==> src/rtl/icache_arbiter.sv <==
// rtl/icache_arbiter.sv - two-requester read arbiter for the instruction cache port
//
// Ports:
//   clk, reset (async, active-low)
//   fetch_req/fetch_addr -> fetch_gnt; fetch_rvalid/fetch_rdata  high-priority fetch requester
//   dbg_req/dbg_addr     -> dbg_gnt;   dbg_rvalid/dbg_rdata      low-priority debug/loader requester
//   mem_r_en/mem_addr -> cache; mem_data <- cache (one cycle after mem_r_en)
//   starve_cnt: consecutive debug losses
module icache_arbiter #(
  parameter int ADDR_W     = 16,
  parameter int DATA_W     = 16,
  parameter int STARVE_MAX = 4
) (
  input  logic              clk,
  input  logic              reset,
  input  logic              fetch_req,
  input  logic [ADDR_W-1:0] fetch_addr,
  output logic              fetch_gnt,
  output logic              fetch_rvalid,
  output logic [DATA_W-1:0] fetch_rdata,
  input  logic              dbg_req,
  input  logic [ADDR_W-1:0] dbg_addr,
  output logic              dbg_gnt,
  output logic              dbg_rvalid,
  output logic [DATA_W-1:0] dbg_rdata,
  output logic              mem_r_en,
  output logic [ADDR_W-1:0] mem_addr,
  input  logic [DATA_W-1:0] mem_data,
  output logic [3:0]        starve_cnt
);

  localparam logic [3:0] STARVE_LIM = 4'(STARVE_MAX);

  logic [3:0]        starve_q, starve_d;
  logic [ADDR_W-1:0] addr_q, addr_d;
  logic              iss_vld_q, iss_vld_d;
  logic              iss_dbg_q, iss_dbg_d;
  logic              fetch_rvalid_q, fetch_rvalid_d;
  logic              dbg_rvalid_q, dbg_rvalid_d;
  logic [DATA_W-1:0] fetch_rdata_q, fetch_rdata_d;
  logic [DATA_W-1:0] dbg_rdata_q, dbg_rdata_d;
  logic              starved;
  logic              fetch_win;
  logic              dbg_win;

  always_comb begin
    // Debug only overrides fetch once it has lost STARVE_MAX times in a row.
    starved   = dbg_req && (starve_q == STARVE_LIM);
    fetch_win = fetch_req && !starved;
    dbg_win   = dbg_req && !fetch_win;

    // Grants and the cache address are forced low while reset is asserted.
    fetch_gnt = reset && fetch_win;
    dbg_gnt   = reset && dbg_win;
    mem_r_en  = fetch_gnt || dbg_gnt;

    if (!reset) begin
      mem_addr = '0;
    end else if (fetch_gnt) begin
      mem_addr = fetch_addr;
    end else if (dbg_gnt) begin
      mem_addr = dbg_addr;
    end else begin
      mem_addr = addr_q;
    end
    addr_d = mem_addr;

    starve_d = starve_q;
    if (dbg_gnt) begin
      starve_d = '0;
    end else if (fetch_gnt && dbg_req && (starve_q < STARVE_LIM)) begin
      starve_d = starve_q + 4'd1;
    end

    // Issue stage remembers who owns the word the cache returns next cycle.
    iss_vld_d = mem_r_en;
    iss_dbg_d = dbg_gnt;

    // Return stage: only the owner's rdata register is loaded.
    fetch_rvalid_d = iss_vld_q && !iss_dbg_q;
    dbg_rvalid_d   = iss_vld_q && iss_dbg_q;
    fetch_rdata_d  = fetch_rvalid_d ? mem_data : fetch_rdata_q;
    dbg_rdata_d    = dbg_rvalid_d   ? mem_data : dbg_rdata_q;
  end

  always_ff @(posedge clk or negedge reset) begin
    if (!reset) begin
      starve_q       <= '0;
      addr_q         <= '0;
      iss_vld_q      <= 1'b0;
      iss_dbg_q      <= 1'b0;
      fetch_rvalid_q <= 1'b0;
      dbg_rvalid_q   <= 1'b0;
      fetch_rdata_q  <= '0;
      dbg_rdata_q    <= '0;
    end else begin
      starve_q       <= starve_d;
      addr_q         <= addr_d;
      iss_vld_q      <= iss_vld_d;
      iss_dbg_q      <= iss_dbg_d;
      fetch_rvalid_q <= fetch_rvalid_d;
      dbg_rvalid_q   <= dbg_rvalid_d;
      fetch_rdata_q  <= fetch_rdata_d;
      dbg_rdata_q    <= dbg_rdata_d;
    end
  end

  assign fetch_rvalid = fetch_rvalid_q;
  assign dbg_rvalid   = dbg_rvalid_q;
  assign fetch_rdata  = fetch_rdata_q;
  assign dbg_rdata    = dbg_rdata_q;
  assign starve_cnt   = starve_q;

endmodule

==> config.mk <==
export PLATFORM = sky130hd
export DESIGN_NAME = icache_arbiter
export DESIGN_NICKNAME = d
export VERILOG_FILES = /design/src/rtl/icache_arbiter.sv
export SDC_FILE = /design/constraint.sdc
export NUM_CORES = 1
export LEC_CHECK = 0
export ABC_CLOCK_PERIOD_IN_PS = 2200
export BUFFER_PORTS_ARGS = -buffer_cell sky130_fd_sc_hd__buf_2
export CAP_MARGIN = 0
export CORE_UTILIZATION = 47
export DETAILED_ROUTE_END_ITERATION = 10
export PLACE_DENSITY = 0.89
export SLEW_MARGIN = 20
export SYNTH_ARGS = -nofsm -noshare
export SYNTH_HDL_FRONTEND = slang
export SYNTH_SLANG_ARGS = --single-unit
export TNS_END_PERCENT = 100
==> constraint.sdc <==
create_clock -name clk -period 2.2 [get_ports clk]
set_clock_uncertainty 0.2 [all_clocks]
set_input_delay 0.11 -clock clk [delete_from_list [all_inputs] [get_ports clk]]
set_output_delay 0.11 -clock clk [all_outputs]
set_load 0.02 [all_outputs]
==> results_dict.tcl <==
set metrics [dict create \
    floorplan.die_area_mm2 0.00578 \
    maximum_number_of_pins_on_one_net_before_global_route_repair 55 \
    cp_data_arrival_time_ns 1.77 \
    fmaxAchievable_mhz 481 \
    endpoint_class_of_the_critical_path "primary output" \
    hold_ws_ns 0.0202 \
    path_class "reg2out" \
    async_reset_ff_share_pct 100 \
    avgSynthCellArea_um2 13.5 \
    synth_top_area_cell "dfrtp_1" \
    postCtsSetupBuffers 0 \
    post-synth-top-area-fraction_pct 54.4 \
    layout.cell_area.non_filler_mm2 0.00365 \
    route.detailed.drc 0 \
    worst_r2r_endpoint "addr_q[14]" \
    synthesis.area_mm2 0.00257 \
    crit_path_start_kind "flip-flop" \
    post-dp-hpwl_um 3710 \
    required_arrival_time_at_the_worst_endpoint_ns 1.89 \
    run_status "finished, final reports clean" \
    gp_routability_congestion 0.779 \
    worst_r2r_startpoint "starve_cnt[1]" \
    worst_rel_slew_slack_pct 64.4 \
    tightest_slew_ns 0.534 \
    r2r_cells 6 \
    via_count 2046 \
    cts.sinks 56 \
    p_clk_share_pct 26.4 \
    rsz_0062_raised_after_global_routing "true" \
    drt_first_pass_iters 4 \
    reg2reg_slack_ns 0.61 \
    fin_nets 384 \
    clk_pin_slew_ns 0.10 \
    power.internal_uw 2010 \
    place.port_buffers 108 \
    synth.area.top_cells "dfrtp_1 54%, mux2_2 16%, mux2_4 6.4%" \
    cts_tree "yes" \
    placedInstanceArea_mm2 0.00312 \
    min_delay_path_depth 4 \
    numCtsBuffers 5 \
    cts.root.buffer_cell "clkbuf_8" \
    grt_pass1_wl_um 10100 \
    holdCritStartpoint "dbg_addr[13]" \
    synthDistinctLibCells 31 \
    max-vdd-ir-drop_v 0.000346 \
    grt_antenna_before_repair 0 \
    synthMostInstantiatedCell "dfrtp_1" \
    post-place-ws_ns 0.329 \
    report.final.slew_viol_count 0 \
    clk_path_buf_depth 2 \
    pwr-share-seq_pct 44.2 \
    final_layout_size_suffix_gt1_share_pct 57.6 \
    power.combinational.fraction_pct 29.4 \
    average_routed_wire_per_standard_cell_um 15.7 \
    dominantRegCellSynth "dfrtp_1" \
    timing.final.setup_violations 0 \
    avgViaCountPerCell 5.12 \
    grt.total_usage_pct 21.8 \
    io_pins 109 \
    postSynthRegisterBits 56 \
    portion_of_the_post_synthesis_area_used_by_sequential_elements_pct 54.4 \
    drv_cap 0 \
    cts-htree-levels 2 \
    die_y_um 76.0 \
    power_density_over_the_cells_mw_per_mm2 786 \
    hold_viol_final 0 \
    yosysWarningCount 0 \
    netlist_instances 191 \
    switchingPower_uw 861 \
    dieWidth_um 76.0 \
    first_global_vias 2102 \
    switching_share_pct 30.0 \
    core_area_mm2 0.00520 \
    detail-route-antenna-nets 0 \
    synthesis.nets 245 \
    grt.overflow.total 0 \
    detailedRoute.firstIterationViolations 46 \
    clk-insertion-delay-late_ns 0.29 \
    placementRows 26 \
    period_share_pct 94.6 \
    layout_min_cycle_time_ns 2.08 \
    area_growth_syn_to_layout_pct 41.9 \
    biggest_fanout_along_the_worst_timing_path 8 \
    wire_length_reported_by_the_detailed_router_um 6280 \
    final.setup.worst_slack_ns 0.119 \
    n_antenna_cell 0 \
    hold_path_class "in2reg" \
    floorplan.initialDensity_pct 49.5 \
    synthTopCellsByCount "56 x dfrtp_1, 37 x mux2_2, 17 x nand2_1, 16 x nand4_1, 11 x mux2_4" \
    hold_crit_endpoint "addr_q[13]" \
    power_leakage_uw 0.00181 \
    synth_edf_count 0 \
]
## state kept, by name (all words and copies together), names as in the netlist
signal        cells
iss_dbg_q         1
starve_cnt        4
fetch_rdata      16
dbg_rvalid        1
dbg_rdata        16
iss_vld_q         1
addr_q           16
fetch_rvalid      1
## final cells by class
class	instances	area, um^2
clock buffer	5	68.8
clock inverter	2	60.1
fill	359	1550
inverter	4	15.0
multi-input combinational	118	1090
sequential	56	1400
tap	70	87.6
timing repair buffer	145	933
## power groups by stage
stage          logic, uW  clock network (uW)  registers, uW
6_report             845                 759           1270
5_1_grt              904                 814           1290
4_1_cts              809                 786           1260
3_5_place_dp         761                   0           1280
3_3_place_gp         747                   0           1270
2_1_floorplan        328                   0           1450
## placed cells by master, fill, tap and decap left out, drive strengths merged
cell type / Yosys / final
o21ai: 16 / 16
dfrtp: 56 / 56
bufinv: 0 / 2
dlygate4sd3: 0 / 33
nand2: 18 / 18
o21a: 1 / 1
nor2: 1 / 1
and4bb: 1 / 1
nand3b: 1 / 1
a21oi: 3 / 3
and2: 1 / 2
nor2b: 1 / 1
nand3: 2 / 2
a31oi: 1 / 1
mux2: 48 / 48
nand4: 16 / 16
ha: 2 / 2
buf: 11 / 112
clkbuf: 3 / 5
and3: 1 / 1
nand4b: 1 / 1
nand2b: 1 / 1
inv: 4 / 4
a21o: 2 / 2
## per-stage QoR
step | setup TNS, ns | std cells | util, % | total power (uW)
floorplan | 0 | 191 | - | 1780
global placement | 0 | 359 | 60.0 | 2010
detailed placement | 0 | 359 | 60.0 | 2040
CTS | 0 | 399 | 68.8 | 2860
global route | -0.0363 | 400 | 70.2 | 3000
finish | 0 | 400 | 70.2 | 2870
## worst max-delay path by stage
stage	end	slack, ns	cells after the start	start
after floorplan	addr_q[0]	0.12	5	starve_cnt[0]
after global placement	mem_addr[0]	0.41	6	starve_cnt[0]
after detailed placement	mem_addr[0]	0.33	6	starve_cnt[0]
after CTS	mem_addr[1]	0.01	6	starve_cnt[0]
after global routing	mem_addr[3]	-0.01	6	starve_cnt[1]
final	mem_addr[12]	0.12	6	starve_cnt[1]
## metal layers
| layer | GRT usage [%] | routed length [um] | up-vias |
|---|---|---|---|
| met5 | 0 | 0 | - |
| met1 | 27.3 | 2610 | 989 |
| met3 | 4.07 | 402 | 13 |
| met2 | 38.5 | 3150 | 91 |
| met4 | 6.35 | 118 | 0 |
| li1 | - | - | 953 |
## kinds of logic (layout without fill, tap and decap cells)
family                   count (synthesis)  after routing  share of synthesized area [%]
adder cells (fa/ha/maj)                  2              2                          0.972
AO/OA/AOI/OAI                           23             23                           6.85
multiplexers                            48             48                           22.6
AND/OR/NAND/NOR                         44             45                           10.3
buffers and inverters                   18            156                           4.91
flip-flops                              56             56                           54.4
## worst max-delay path, stage by stage, from the launching register on
cell and delay, ns:
dfrtp_1 0.40, inv_1 0.12, ha_4 0.17, nand4b_4 0.14, and2_4 0.27, o21ai_2 0.18, buf_2 0.19
## repair_timing
item                                   4_1_cts  5_1_grt
hold buffers                                33        0
gates resized for setup                      5       19
gates cloned                                 0        1
setup endpoints to repair                    4       16
endpoints found under the hold margin       65        0
pin swaps                                    0        2
No activity file was read; power rests on OpenSTA's default activity.
